===== src/rtl/ntt_pkg.sv =====
// Shared constants, FSM encoding and butterfly index helpers for the NTT RAM sequencer.
package ntt_pkg;

  localparam int LOGN_DEF = 8;
  localparam int N_DEF    = 1 << LOGN_DEF;

  typedef enum logic [1:0] {
    IDLE  = 2'd0,
    RUN   = 2'd1,
    DRAIN = 2'd2,
    DONE  = 2'd3
  } state_e;

  // Butterfly span at stage s: N/2 at stage 0, halving each stage.
  function automatic int bf_len(int logn, int s);
    return 1 << (logn - 1 - s);
  endfunction

  // Lower operand address: group index shifted up past the span bit, offset kept.
  function automatic int bf_a(int logn, int s, int j);
    int len;
    len = bf_len(logn, s);
    return ((j & ~(len - 1)) << 1) | (j & (len - 1));
  endfunction

  // Upper operand address sits exactly one span above the lower one.
  function automatic int bf_b(int logn, int s, int j);
    return bf_a(logn, s, j) + bf_len(logn, s);
  endfunction

  // Zeta ROM index: (1 << s) + group, group = j / span.
  function automatic int zeta_idx(int logn, int s, int j);
    return (1 << s) + (j >> (logn - 1 - s));
  endfunction

endpackage


===== src/rtl/ntt_addr_dly.sv =====
// Fixed-depth shift register carrying {valid, a, b} from read slot to write slot.
module ntt_addr_dly #(
  parameter int W     = 17,
  parameter int DEPTH = 5
) (
  input  logic         clk,
  input  logic         rst,
  input  logic [W-1:0] din_i,
  output logic [W-1:0] dout_o
);

  logic [DEPTH-1:0][W-1:0] sr_q;

  // Shift one tap per cycle; reset flushes every in-flight write.
  always_ff @(posedge clk) begin
    if (rst) begin
      sr_q <= '0;
    end else begin
      sr_q[0] <= din_i;
      for (int i = 1; i < DEPTH; i++) sr_q[i] <= sr_q[i-1];
    end
  end

  assign dout_o = sr_q[DEPTH-1];

endmodule


===== src/rtl/ntt_ram_ctrl.sv =====
// In-place forward NTT address/write-enable sequencer for the dual-port coefficient RAM.
// Read and write slots alternate; a read's write-back lands 1+BF_LAT cycles later on a
// write slot, so the two RAM ports never see a read and a write in the same cycle.
module ntt_ram_ctrl
  import ntt_pkg::*;
#(
  parameter int BF_LAT = 4,
  parameter int LOGN   = LOGN_DEF
) (
  input  logic                    clk,
  input  logic                    rst,
  input  logic                    start,
  output logic                    busy,
  output logic                    done,
  output logic [LOGN-1:0]         addr_a,
  output logic [LOGN-1:0]         addr_b,
  output logic                    we1,
  output logic                    we2,
  output logic                    bf_valid,
  output logic [LOGN-1:0]         tw_addr,
  output logic [$clog2(LOGN)-1:0] stage
);

  localparam int HALF  = (1 << LOGN) >> 1;
  localparam int JW    = LOGN - 1;
  localparam int SW    = $clog2(LOGN);
  localparam int DEPTH = 1 + BF_LAT;
  localparam int DW    = $clog2(BF_LAT + 2);
  localparam int EW    = 1 + 2 * LOGN;

  // Odd latency would put write-backs on read slots.
  if ((BF_LAT < 0) || ((BF_LAT % 2) != 0)) begin : g_bad_lat
    $error("ntt_ram_ctrl: BF_LAT must be even and non-negative");
  end

  state_e          state_q, state_d;
  logic [JW-1:0]   j_q, j_d;
  logic            phase_q, phase_d;
  logic [SW-1:0]   stage_q, stage_d;
  logic [DW-1:0]   drain_q, drain_d;
  logic            bf_valid_q;
  logic [LOGN-1:0] tw_addr_q;

  logic            rd_slot;
  logic [LOGN-1:0] a_cur, b_cur, tw_cur;
  logic [EW-1:0]   dly_q;
  logic            dly_v;
  logic [LOGN-1:0] dly_a, dly_b;

  assign rd_slot = (state_q == RUN) && !phase_q;
  assign a_cur   = LOGN'(bf_a(LOGN, int'(stage_q), int'(j_q)));
  assign b_cur   = LOGN'(bf_b(LOGN, int'(stage_q), int'(j_q)));
  assign tw_cur  = LOGN'(zeta_idx(LOGN, int'(stage_q), int'(j_q)));

  ntt_addr_dly #(.W(EW), .DEPTH(DEPTH)) u_dly (
    .clk    (clk),
    .rst    (rst),
    .din_i  ({rd_slot, a_cur, b_cur}),
    .dout_o (dly_q)
  );

  assign dly_v = dly_q[EW-1];
  assign dly_a = dly_q[2*LOGN-1:LOGN];
  assign dly_b = dly_q[LOGN-1:0];

  // FSM state and loop counters.
  always_ff @(posedge clk) begin
    if (rst) begin
      state_q <= IDLE;
      j_q     <= '0;
      phase_q <= 1'b0;
      stage_q <= '0;
      drain_q <= '0;
    end else begin
      state_q <= state_d;
      j_q     <= j_d;
      phase_q <= phase_d;
      stage_q <= stage_d;
      drain_q <= drain_d;
    end
  end

  // Butterfly-input strobe and twiddle index, one cycle behind each read slot.
  always_ff @(posedge clk) begin
    if (rst) begin
      bf_valid_q <= 1'b0;
      tw_addr_q  <= '0;
    end else begin
      bf_valid_q <= rd_slot;
      if (rd_slot) tw_addr_q <= tw_cur;
    end
  end

  // Next-state: walk j over read slots, then drain the delay line before the next stage.
  always_comb begin
    state_d = state_q;
    j_d     = j_q;
    phase_d = phase_q;
    stage_d = stage_q;
    drain_d = drain_q;
    case (state_q)
      IDLE: begin
        if (start) begin
          state_d = RUN;
          j_d     = '0;
          phase_d = 1'b0;
          stage_d = '0;
        end
      end
      RUN: begin
        phase_d = ~phase_q;
        if (!phase_q) begin
          j_d = j_q + 1'b1;
          if (j_q == JW'(HALF - 1)) begin
            state_d = DRAIN;
            drain_d = '0;
          end
        end
      end
      DRAIN: begin
        phase_d = ~phase_q;
        drain_d = drain_q + 1'b1;
        // drain_q reaches BF_LAT on the cycle carrying the stage's last write.
        if (drain_q == DW'(BF_LAT)) begin
          if (stage_q == SW'(LOGN - 1)) begin
            state_d = DONE;
          end else begin
            state_d = RUN;
            stage_d = stage_q + 1'b1;
            j_d     = '0;
            phase_d = 1'b0;
          end
        end
      end
      DONE:    state_d = IDLE;
      default: state_d = IDLE;
    endcase
  end

  // Port drive: read addresses in read slots, delayed write-back otherwise.
  always_comb begin
    addr_a = '0;
    addr_b = '0;
    we1    = 1'b0;
    we2    = 1'b0;
    if (rd_slot) begin
      addr_a = a_cur;
      addr_b = b_cur;
    end else if (dly_v) begin
      addr_a = dly_a;
      addr_b = dly_b;
      we1    = 1'b1;
      we2    = 1'b1;
    end
    busy = (state_q == RUN) || (state_q == DRAIN);
    done = (state_q == DONE);
  end

  assign bf_valid = bf_valid_q;
  assign tw_addr  = tw_addr_q;
  assign stage    = stage_q;

endmodule

===== config.mk =====
export PLATFORM = sky130hd
export DESIGN_NAME = ntt_ram_ctrl
export DESIGN_NICKNAME = d
export VERILOG_FILES = /design/src/rtl/ntt_pkg.sv /design/src/rtl/ntt_addr_dly.sv /design/src/rtl/ntt_ram_ctrl.sv
export SDC_FILE = /design/constraint.sdc
export NUM_CORES = 1
export LEC_CHECK = 0
export ABC_CLOCK_PERIOD_IN_PS = 9500
export BUFFER_PORTS_ARGS = -buffer_cell sky130_fd_sc_hd__buf_4
export CAP_MARGIN = 20
export CORE_ASPECT_RATIO = 0.9
export CORE_MARGIN = 8
export CORE_UTILIZATION = 35
export DETAILED_ROUTE_END_ITERATION = 16
export GPL_TIMING_DRIVEN = 0
export PLACE_DENSITY_LB_ADDON = 0.1
export SLEW_MARGIN = 20
export SYNTH_ARGS = -nofsm -noshare
export SYNTH_HDL_FRONTEND = slang
export SYNTH_HIERARCHICAL = 1
export SYNTH_SLANG_ARGS = --single-unit

===== constraint.sdc =====
create_clock -name clk -period 9.5 [get_ports clk]
set_input_delay 1.9 -clock clk [delete_from_list [all_inputs] [get_ports clk]]
set_output_delay 1.9 -clock clk [all_outputs]
set_load 0.005 [all_outputs]

# == Word level (Yosys, flattened, before mapping) ==
# Cells that the tools add are included.
# word_totals
elab_cells,78
ff_bits,110
inputBits,3
out_inout_bits,32
# op_classes
n_reduce_logical,12
shifts,3
bitwise_logic,5
muxes,28
eq_ne,11
n_addsub,7
# ops
operator,n
$mux W8,4
$shl A1 B32 Y8 const A,1
$shr A7 B32 Y8,1
$mux W7,4
$pmux W7 S3,1
$add A8 B8 Y8,2
$mux W3,5
$pmux W3 S2,2
$mux W2,5
$and A8 B8 Y8,1
$ne A2 B2 Y1 const B,4
$or A8 B8 Y8,1
$pmux W2 S4,1
$reduce_and A4 Y1,2
$shl A1 B3 Y8 const A,1
$sub A8 B2 Y8 const B,1
$add A7 B1 Y7 const B,1
$and A7 B7 Y7,1
$eq A7 B7 Y1 const B,1
$not A7 Y7,1
$add A3 B1 Y3 const B,2
$eq A3 B3 Y1 const B,2
$mux W1,5
$reduce_and A5 Y1,1
14 further kinds,16

# == Depth between registers and ports, before layout ==
# depth
ltp_word,8
ltp_mapped,14
mapped_depth_nobuf,12

# == By module ==
# The synthesis kept the hierarchy.
# modules_own_cells
mod,area_per_inst_um2,seq_area_each_um2,cells_per_inst,n_inst
ntt_ram_ctrl,2496.1,500.5,331,1
ntt_addr_dly,2439.8,1701.6,196,1

# == Least setup slack after synthesis ==
# Ideal clock, no wire load.
# synth_path
path_type,register to output
from,reg stage_q[0] (netlist: stage[0])
to,out addr_b[6]
path_buffers,1
slack_ns,4.655
stages_incl_launch_ff,12
t_arrival_ns,2.945
path_cell_list,dfxtp_1 > clkbuf_1 > inv_1 > ha_1 > o311ai_0 > o21ai_0 > a32o_1 > ha_1 > o21ai_0 > a21boi_1 > or4_1 > nand3_1
# synth_via
elab_chain_cells,8
elab_cells_between_ends,9
cone_classes,add/sub (3); shift (1); mux (1); bitwise (4)
# synth_lines
item,line_no,rtl
from (decl),ntt_ram_ctrl.sv:39,"logic [SW-1:0] stage_q, stage_d;"
from (signal assigned),ntt_ram_ctrl.sv:78,stage_q <= stage_d;
$sub A3 B3 Y4 *,-,
$shl A1 B32 Y8 *,-,
$sub A8 B2 Y8 *,-,
$not A7 Y7,-,
$and A7 B7 Y7,-,
$or A8 B8 Y8 *,-,
via a_cur[3],ntt_ram_ctrl.sv:45,"logic [LOGN-1:0] a_cur, b_cur, tw_cur;"
$add A8 B8 Y8 *,ntt_pkg.sv:28,"return bf_a(logn, s, j) + bf_len(logn, s);"
$mux W8 *,ntt_ram_ctrl.sv:146,if (rd_slot) begin
to (decl),ntt_ram_ctrl.sv:16,"output logic [LOGN-1:0] addr_b,"
# The timed path passes the listed nets; every way through them passes the cells marked *.

# == Worst setup path after layout ==
# layout_path
from,reg stage_q[0] (netlist: stage[0])
to,out addr_b[7]
# layout_via
elab_chain_cells,8
elab_cells_between_ends,9
cone_classes,add/sub (3); shift (1); mux (1); bitwise (4)
# layout_lines
item,line_no
$sub A3 B3 Y4 *,-
$shl A1 B32 Y8 *,-
$sub A8 B2 Y8 *,-
$not A7 Y7,-
$and A7 B7 Y7,-
$or A8 B8 Y8 *,-
via a_cur[3],ntt_ram_ctrl.sv:45
$add A8 B8 Y8 *,ntt_pkg.sv:28
via b_cur[7],ntt_ram_ctrl.sv:45
$mux W8 *,ntt_ram_ctrl.sv:146
# Marked as above.

==> reports/results.ini <==
[synthesis]
syn_area_um2 = 4940
synthTopCellsByArea = dfxtp_1 (45%), nor2b_1 (12%), ha_1 (6.3%)
yosys.area.top_type_share_pct = 44.6
syn_area_per_cell_um2 = 9.37
ys_seq_elements = 110
seq_area_frac_synth_pct = 44.6
synth_flop_cell = dfxtp_1
muxShareOfSynthArea_pct = 2.61
yosysTopAreaCell = dfxtp_1
synth_xor_area_share_pct = 1.75
synth_compound_area_share_pct = 12.1
synth_cells = 527
yosys.area_share.simple_pct = 24.3
synth_warnings = 6
syn-num-nets = 557
synth_fa_ha_area_share_pct = 7.15
synth_top_family_by_area = simple AND/OR/NAND/NOR gates
yosys.cell_types.count = 57
synth-edff-count = 0
async_reset_ff_share_pct = 0

[sta]
period_needed_ns = 5.88
skew_ns = 0.0113
tightest_slew_ns = 0.688
setup_tns_ns = 0
fmax_mhz = 170
fin_ws_ns = 3.62
slew_headroom_pct = 53.7
grt_setup_unrepaired = false
slew_viol_final = 0
final-hold-violation-count = 0
setup_viol = 0
post-route-period-util_pct = 61.9

[clock_network]
postCtsHoldBufs = 0
cts_tree = yes
ctsResizeCount = 0
postCtsSetupBuffers = 0
clk_path_buf_depth = 2
cts.reportedPaths.clkPinSlew_ns = 0.08
insertion_delay_ns = 0.35
clock-sinks = 110
cts-root-buf = clkbuf_16
numCtsBuffers = 9
h-tree-depth = 3

[floorplanning]
dieArea_um2 = 18200
dieHeight_um = 129
pin_count = 35
rows = 41
die_x_um = 141
core_area_um2 = 13900
initial_utilization_pct = 35.5

[critical_path]
worstPathRequired_ns = 7.60
cp_max_fo = 10
worst-setup-path-type = register to output pin
cp.arrival_ns = 3.98
rr_worst_depth = 12
endpoint_kind = output pin
setup.worst_path.start_class = register

[place]
hpwl_um = 8460
dp_cells = 753
gp_congestion = 0.807
place_ws_ns = 4.05
port_buffers = 33

[power_and_ir_drop]
irDropWorstVdd_mv = 0.130
leakagePower_uw = 0.00243
power_density_nw_per_um2 = 200
finalPower_uw = 1150

[global_routing]
grt_util_all_layers_pct = 13.3
gr-total-overflow = 0
grt_pass1_vias = 3525
grt_pass1_wl_um = 18700
antenna_found_initial = 0
grt_max_degree = 21

[finish]
diodes = 0
fin_nets = 601
layout-drive-gt1-share_pct = 16.8
layout_common_cells = dfxtp_1 (110), nor2b_1 (94), buf_4 (54)
mostFrequentLayoutCell = dfxtp_1
postLayoutCoreUtil_pct = 41.3
area_delta_synth_final_pct = 16.4
fin_cells = 769
nFillCells = 1411
multi_input_area_um2 = 2370
ff_latch_area_um2 = 2200

[flow_run]
max-cap-violations = 0

[min_path]
hp-class = register to register
whs_path_depth = 1

[routing]
first_pass_iters = 4
route.met3.wl_um = 524
drt_iter0_drc = 216
drc = 0
wl_met1_um = 5640
dr_wl_met2_um = 5260
routed_wl_um = 11600
routed_via_density = 4.72
top_layer = met4
num_vias = 3627
wl_per_cell_um = 15.1
detail-route-antenna-nets = 0

[status]
status = finished, final reports clean

[metrics by stage]
step	instance area, µm²	hold WS (ns)
2_1_floorplan	4940	0.414
3_3_place_gp	5430	0.416
3_5_place_dp	5430	0.422
4_1_cts	5740	0.441
5_1_grt	5740	0.453
6_report	5740	0.435
[kinds of logic (layout without fill, tap and decap cells)]
kind of cell             count (synthesis)  count (layout)
AND/OR/NAND/NOR                        216             216
flip-flops                             110             110
AO/OA/AOI/OAI                           91              91
buffers and inverters                   63             112
adder cells (fa/ha/maj)                 27              27
multiplexers                            10              10
XOR/XNOR                                 9               9
other                                    1               1
[power breakdown]
part	total [µW]	switching (µW)	internal, µW
logic	255	161	93.8
registers	499	16.0	483
clock network	395	183	211
[final timing paths]
path                            start  slack [ns]                   endpoint
max             stage[0]$_SDFFE_PP0P_        3.62                  addr_b[7]
min          u_dly/sr_q[6]$_SDFF_PP0_        0.44  u_dly/sr_q[23]$_SDFF_PP0_
max reg2reg     stage[0]$_SDFFE_PP0P_        5.89   u_dly/sr_q[6]$_SDFF_PP0_
min reg2reg  u_dly/sr_q[6]$_SDFF_PP0_        0.44  u_dly/sr_q[23]$_SDFF_PP0_
[metal layers]
| layer | vias to the layer above | GRT usage (%) |
|---|---|---|
| met5 | - | 0 |
| met4 | 0 | 5.05 |
| met3 | 14 | 2.55 |
| met2 | 73 | 21.0 |
| met1 | 1697 | 17.6 |
| li1 | 1843 | - |
[sequential cells by signal, summed over array words and instances, names as in the netlist]
signal,flops
bf_valid,1
drain_q,3
j_q,7
phase_q,1
stage,3
state_q,2
tw_addr,8
u_dly/dout_o,17
u_dly/sr_q,68
[synthesized netlist by cell type (5+ instances only)]
| master | number |
|---|---|
| a21o_1 | 6 |
| dfxtp_1 | 110 |
| buf_2 | 10 |
| a211oi_1 | 5 |
| xnor2_1 | 7 |
| inv_1 | 14 |
| a21oi_1 | 22 |
| nand2_1 | 46 |
| nor2_1 | 18 |
| clkbuf_1 | 11 |
| ha_1 | 25 |
| or3_1 | 6 |
| buf_6 | 5 |
| mux2i_1 | 5 |
| buf_4 | 21 |
| nand3_1 | 22 |
| nor2b_1 | 94 |
| o21ai_0 | 26 |
[cell type report]
cell class / count / area share (%)
inverters: 15 / 0.980
flip-flops and latches: 110 / 38.3
plain buffers: 48 / 5.38
clock buffers: 9 / 3.92
repair buffers: 33 / 4.31
clock inverters: 7 / 1.63
well taps: 193 / 4.20
multi-input cells: 354 / 41.2
[critical path, stage by stage, from the launching register on]
cell	delay, ns
dfxtp_1	0.54
clkbuf_1	0.41
inv_1	0.15
ha_1	0.33
o311ai_0	0.35
o21ai_0	0.21
a32o_1	0.31
ha_1	0.34
nand2_1	0.05
o21ai_0	0.23
o22ai_1	0.14
xnor2_1	0.31
a21o_1	0.17
buf_4	0.10
(Power assumes the default switching activity.)
